[config.mk]
export PLATFORM = sky130hd
export DESIGN_NAME = csr_exec
export DESIGN_NICKNAME = d
export VERILOG_FILES = /design/src/rtl/npc_csr_pkg.sv /design/src/rtl/csr_alu.sv /design/src/rtl/csr_exec.sv
export SDC_FILE = /design/constraint.sdc
export NUM_CORES = 1
export LEC_CHECK = 0
export ABC_AREA = 1
export CAP_MARGIN = 5
export CORE_AREA = 2 2 137 139
export CTS_CLUSTER_SIZE = 40
export DETAILED_ROUTE_END_ITERATION = 6
export DIE_AREA = 0 0 139 141
export REMOVE_ABC_BUFFERS = 1
export SLEW_MARGIN = 25
export SYNTH_ARGS = -nofsm -noshare
export SYNTH_HDL_FRONTEND = slang
export SYNTH_HIERARCHICAL = 1
export SYNTH_SLANG_ARGS = --single-unit
[constraint.sdc]
create_clock -name clk -period 2.4 [get_ports clk]
set_input_delay 0.6 -clock clk [delete_from_list [all_inputs] [get_ports clk]]
set_output_delay 0.6 -clock clk [all_outputs]
set_load 0.01 [all_outputs]
[src/rtl/npc_csr_pkg.sv]
// npc_csr_pkg: shared Zicsr funct3 encodings, well-known CSR addresses and executor state type.
package npc_csr_pkg;
  localparam logic [2:0] CSR_RW  = 3'b001;
  localparam logic [2:0] CSR_RS  = 3'b010;
  localparam logic [2:0] CSR_RC  = 3'b011;
  localparam logic [2:0] CSR_RWI = 3'b101;
  localparam logic [2:0] CSR_RSI = 3'b110;
  localparam logic [2:0] CSR_RCI = 3'b111;
  localparam logic [11:0] MCYCLE    = 12'hb00;
  localparam logic [11:0] MCYCLEH   = 12'hb80;
  localparam logic [11:0] MVENDORID = 12'hf11;
  localparam logic [11:0] MARCHID   = 12'hf12;
  typedef enum logic [1:0] {S_IDLE, S_READ, S_COMMIT} state_e;
  // low two funct3 bits select RW/RS/RC; 00 is not a CSR op
  function automatic logic kind_valid(input logic [1:0] kind);
    return kind != 2'b00;
  endfunction
endpackage

[src/rtl/csr_alu.sv]
// csr_alu: combinational new-value computation for csrrw/csrrs/csrrc and their immediate forms.
module csr_alu
  import npc_csr_pkg::*;
#(
  parameter int XLEN = 32
) (
  input  logic [1:0]      i_kind,
  input  logic [XLEN-1:0] i_old,
  input  logic [XLEN-1:0] i_operand,
  output logic [XLEN-1:0] o_new
);
  always_comb
    o_new = (i_kind == CSR_RW[1:0]) ? i_operand :
            (i_kind == CSR_RS[1:0]) ? (i_old | i_operand) :
            (i_kind == CSR_RC[1:0]) ? (i_old & ~i_operand) : i_old;
endmodule

[src/rtl/csr_exec.sv]
// csr_exec: three-state (IDLE/READ/COMMIT) Zicsr executor driving the CSR port and a GPR write port.
// Optional CSR_EXEC_ILLEGAL_CHECK_EN flags invalid ops and writes to read-only CSRs.
module csr_exec
  import npc_csr_pkg::*;
#(
  parameter int XLEN   = 32,
  parameter int GPR_AW = 5,
  parameter int CSR_AW = 12
) (
  input  logic              clk,
  input  logic              rst_n,
  input  logic              in_valid,
  output logic              in_ready,
  input  logic [2:0]        in_op,
  input  logic [CSR_AW-1:0] in_csr_addr,
  input  logic [GPR_AW-1:0] in_rs1_idx,
  input  logic [XLEN-1:0]   in_rs1_data,
  input  logic [4:0]        in_zimm,
  input  logic [GPR_AW-1:0] in_rd,
  input  logic              flush,
  output logic [CSR_AW-1:0] csr_addr,
  input  logic [XLEN-1:0]   csr_rdata,
  output logic              csr_wen,
  output logic [XLEN-1:0]   csr_wdata,
  output logic              gpr_wen,
  output logic [GPR_AW-1:0] gpr_waddr,
  output logic [XLEN-1:0]   gpr_wdata,
  output logic              done,
  output logic              illegal
);
  state_e            r_state, w_next;
  logic [1:0]        r_kind;
  logic [CSR_AW-1:0] r_addr;
  logic [XLEN-1:0]   r_operand, r_old;
  logic [GPR_AW-1:0] r_rd;
  logic              r_wn;
  logic [XLEN-1:0]   w_operand, w_new;
  logic              w_wn, w_ill, w_ok;
  assign in_ready  = (r_state == S_IDLE);
  assign w_operand = in_op[2] ? {{(XLEN-5){1'b0}}, in_zimm} : in_rs1_data;
  // RS/RC only write when the source is nonzero (rs1 index for register forms, zimm for immediates)
  assign w_wn      = (in_op[1:0] == CSR_RW[1:0]) || (in_op[2] ? (in_zimm != '0) : (in_rs1_idx != '0));
`ifdef CSR_EXEC_ILLEGAL_CHECK_EN
  assign w_ill = !kind_valid(r_kind) || (r_wn && r_addr[CSR_AW-1:CSR_AW-2] == 2'b11);
`else
  assign w_ill = 1'b0;
`endif
  assign w_ok = kind_valid(r_kind) && !w_ill;
  csr_alu #(.XLEN(XLEN)) u_alu (
    .i_kind    (r_kind),
    .i_old     (r_old),
    .i_operand (r_operand),
    .o_new     (w_new)
  );
  always_ff @(posedge clk or negedge rst_n) begin
    if (!rst_n) begin
      r_state   <= S_IDLE;
      r_kind    <= '0;
      r_addr    <= '0;
      r_operand <= '0;
      r_rd      <= '0;
      r_wn      <= 1'b0;
      r_old     <= '0;
    end else begin
      r_state <= w_next;
      if (in_valid && in_ready) begin
        r_kind    <= in_op[1:0];
        r_addr    <= in_csr_addr;
        r_operand <= w_operand;
        r_rd      <= in_rd;
        r_wn      <= w_wn;
      end
      if (r_state == S_READ) r_old <= csr_rdata;
    end
  end
  always_comb begin
    w_next    = r_state;
    csr_addr  = '0;
    csr_wen   = 1'b0;
    csr_wdata = '0;
    gpr_wen   = 1'b0;
    gpr_waddr = '0;
    gpr_wdata = '0;
    done      = 1'b0;
    illegal   = 1'b0;
    case (r_state)
      S_IDLE: w_next = in_valid ? S_READ : S_IDLE;
      S_READ: begin
        w_next   = flush ? S_IDLE : S_COMMIT;
        csr_addr = r_addr;
      end
      S_COMMIT: begin
        w_next    = S_IDLE;
        csr_addr  = r_addr;
        csr_wen   = w_ok && r_wn;
        csr_wdata = w_new;
        gpr_wen   = w_ok && (r_rd != '0);
        gpr_waddr = r_rd;
        gpr_wdata = r_old;
        done      = 1'b1;
        illegal   = w_ill;
      end
      default: w_next = S_IDLE;
    endcase
  end
endmodule

==> run metrics <==
status completed; critical path required time 1800 ps; Syn Inst Count around 800; CP max stage delay just under 400 ps; register area share after synthesis 41.7%; Synth cell types 20; cell repeated most along the worst path buf_4; Hold Slack between 200 and 250 ps; final setup violation count 0; Design Power around 4.8 mW; GR Util met1 21.7%; fin nets about 1100; Leak about 4.6 nW; Final GP Congestion roughly 0.75; H-tree Lvls 3; Clock Tree Root clkbuf_16; gr usage total about 17%; via count roughly 5200; ANT nets after route 0; Post-Route WL approximately 16000 um; Worst R2R Setup Slack 880 ps; WL/cell 13.4 um; share of cells above drive strength 1 ~8.4%; worst-margin pin slew 527 ps; Ant. Diodes 0; Crit Path Category reg2out; worst skew pair latency ~340 ps; FILL cells 1951; Yosys warning count 6; leading area contributor after synthesis dfrtp_1; DR pass1 iterations 5; Die X around 140 um; Fmax achieved 0.428 GHz; total core area between 15000 and 20000 um^2; post-place setup slack 114 ps; syn avg cell area between 6 and 7 um^2; drt via density roughly 4.3; CTS tree built; post-layout minimum cycle time ~2300 ps; Synth Flop Type dfrtp_1; initial antenna violation count 0; busiest grt layer met2; EDFF count, synth 0; total gr overflow 0; flop and latch count out of synthesis 86; type of origin of the critical path register; Crit. End Element primary output; slew margin rel. between 60 and 70%; Initial Util approximately 28%; global-route wire length before repair between 20000 and 30000 um; post-layout util about two fifths; Pwr Density ~630 nW/um^2; Max Cap Viol 0; die height ~140 um; final setup skew between 4 and 5 ps; largest net degree at the start of global routing 39; DIE AREA ~20000 um^2; GR Util met3 under 10%; fin. max-slew vios 0; Critical Path, Cell by Cell buf_4, ha_4, buf_4, buf_8, nand2_1, inv_1, dlygate4sd2_1; clock sink count 86; final worst-path cycle share 97.3%; Hold-fix buffers, CTS 0; CTS buffer count 9; IO Count roughly 180; DRC 0; Iter 0 DRT Violations approximately 250; vias in the first global route 5105; CP max stage cell dfrtp_1; post-route setup TNS 0 ps; Peak VDD IR about 0.00032 V; RSZ-0062 raised after global routing false; asr flop ratio synth 100%; Reg clk slew, reported paths roughly 60 ps; CTS Buffer Depth 2; grt met2 use between 20 and 30%; share of the synthesized area in the top cell type 41.7%; Port Buffers about 180; num rows 50; Synth area leaders dfrtp_1 (42%), nand2_1 (33%), inv_1 (8.7%), nand3_1 (3.3%), o21ai_0 (3.0%); final worst slack between 60 and 70 ps; Final Hold Vio Count 0; Max FO, Critical Path 8; Worst EP arrival 1740 ps; synthesized cell area 5160 um^2; Post-DP HPWL ~11000 um; Hold Path Class in2async; area grow syn2layout 47.2%
## layout by cell type, fill, tap and decap left out, drive strengths merged
cell type | netlist | routed
nand2 | 455 | 455
inv | 123 | 123
clkdlybuf4s50 | 0 | 97
dfrtp | 86 | 86
dlygate4sd2 | 0 | 60
buf | 42 | 35
nand3 | 34 | 34
o21ai | 31 | 31
clkbuf | 2 | 30
nor2 | 16 | 16
a21oi | 10 | 10
clkdlybuf4s15 | 0 | 4
ha | 3 | 3
nor3b | 1 | 1
conb | 1 | 1
bufinv | 0 | 1
clkinv | 0 | 1
bufbuf | 0 | 1
dlymetal6s2s | 0 | 1
## synth_stat cells (3+ instances only)
library cell	instances
nand3_1	34
buf_6	9
a21oi_2	3
inv_1	119
nor2_1	16
buf_4	13
o21ai_0	31
a21oi_1	6
nand2_1	453
buf_2	20
ha_1	3
dfrtp_1	86
## report_power, final
part           internal, mW  switching [mW]  total, mW
logic                 0.653           0.792       1.45
registers              1.71           0.220       1.93
clock network         0.817           0.563       1.38
## flip-flops by register name, summed over array words and instances (netlist names)
register and flops:
r_wn 1, r_addr 12, r_rd 5, r_state 2, r_kind 2, r_old 32
r_operand 32
## worst paths after layout
check / to / depth (start not counted) / startpoint
worst max register to register: r_operand[1] / 7 / r_state[0]
max in group asynchronous: r_old[25] / 2 / rst_n
worst max-delay path: gpr_wdata[3] / 7 / r_state[1]
min in group clk: r_addr[4] / 2 / r_addr[4]
worst min register to register: r_addr[4] / 2 / r_addr[4]
worst min-delay path: r_rd[0] / 1 / rst_n
## worst max-delay path: cells and delay by family, from the launching register on
family | cells | cell delay [ps]
buffers and inverters | 5 | 740
and+or+nand+nor | 1 | 70
DFF | 1 | 390
adders and majority gates | 1 | 190
## layer usage
metal | vias up | part of all wire (%)
li1 | 2706 | -
met1 | 2354 | 45
met2 | 161 | 46
met3 | 17 | 8.2
met4 | 0 | 1.4
met5 | - | 0
## cell type report
| cell class | count | area, um^2 | share of cell area [%] |
|---|---|---|---|
| clock buffer | 11 | 243 | 3.20 |
| clock inverter | 2 | 35.0 | 0.461 |
| inverter | 123 | 477 | 6.28 |
| multi-input combinational | 551 | 2260 | 29.8 |
| sequential | 86 | 2150 | 28.4 |
| tap | 234 | 293 | 3.86 |
| timing repair buffer | 217 | 2130 | 28.0 |
## metrics by stage
stage	area, um^2	std cells
final	7590	1224
after floorplan	4850	760
after global routing	7590	1224
after global placement	7210	1198
after detailed placement	7210	1198
after CTS	7660	1222
## what timing repair did
action	CTS	global route
setup endpoints to repair	84	26
resized for setup	122	25
cloned	3	0
endpoints found under the hold margin	0	0
pin swaps	1	1
buffers inserted	8	2
## logic make-up (layout without fill, tap and decap cells)
logic type	after synthesis	count (layout)	share of synthesized area [%]
other cells	1	1	0.0727
flops	86	86	41.7
fa+ha+maj	3	3	0.728
buf+inv	167	353	15.0
compound gates	41	41	4.41
simple gates	506	506	38.1
Power figures use the tool's default switching activity.
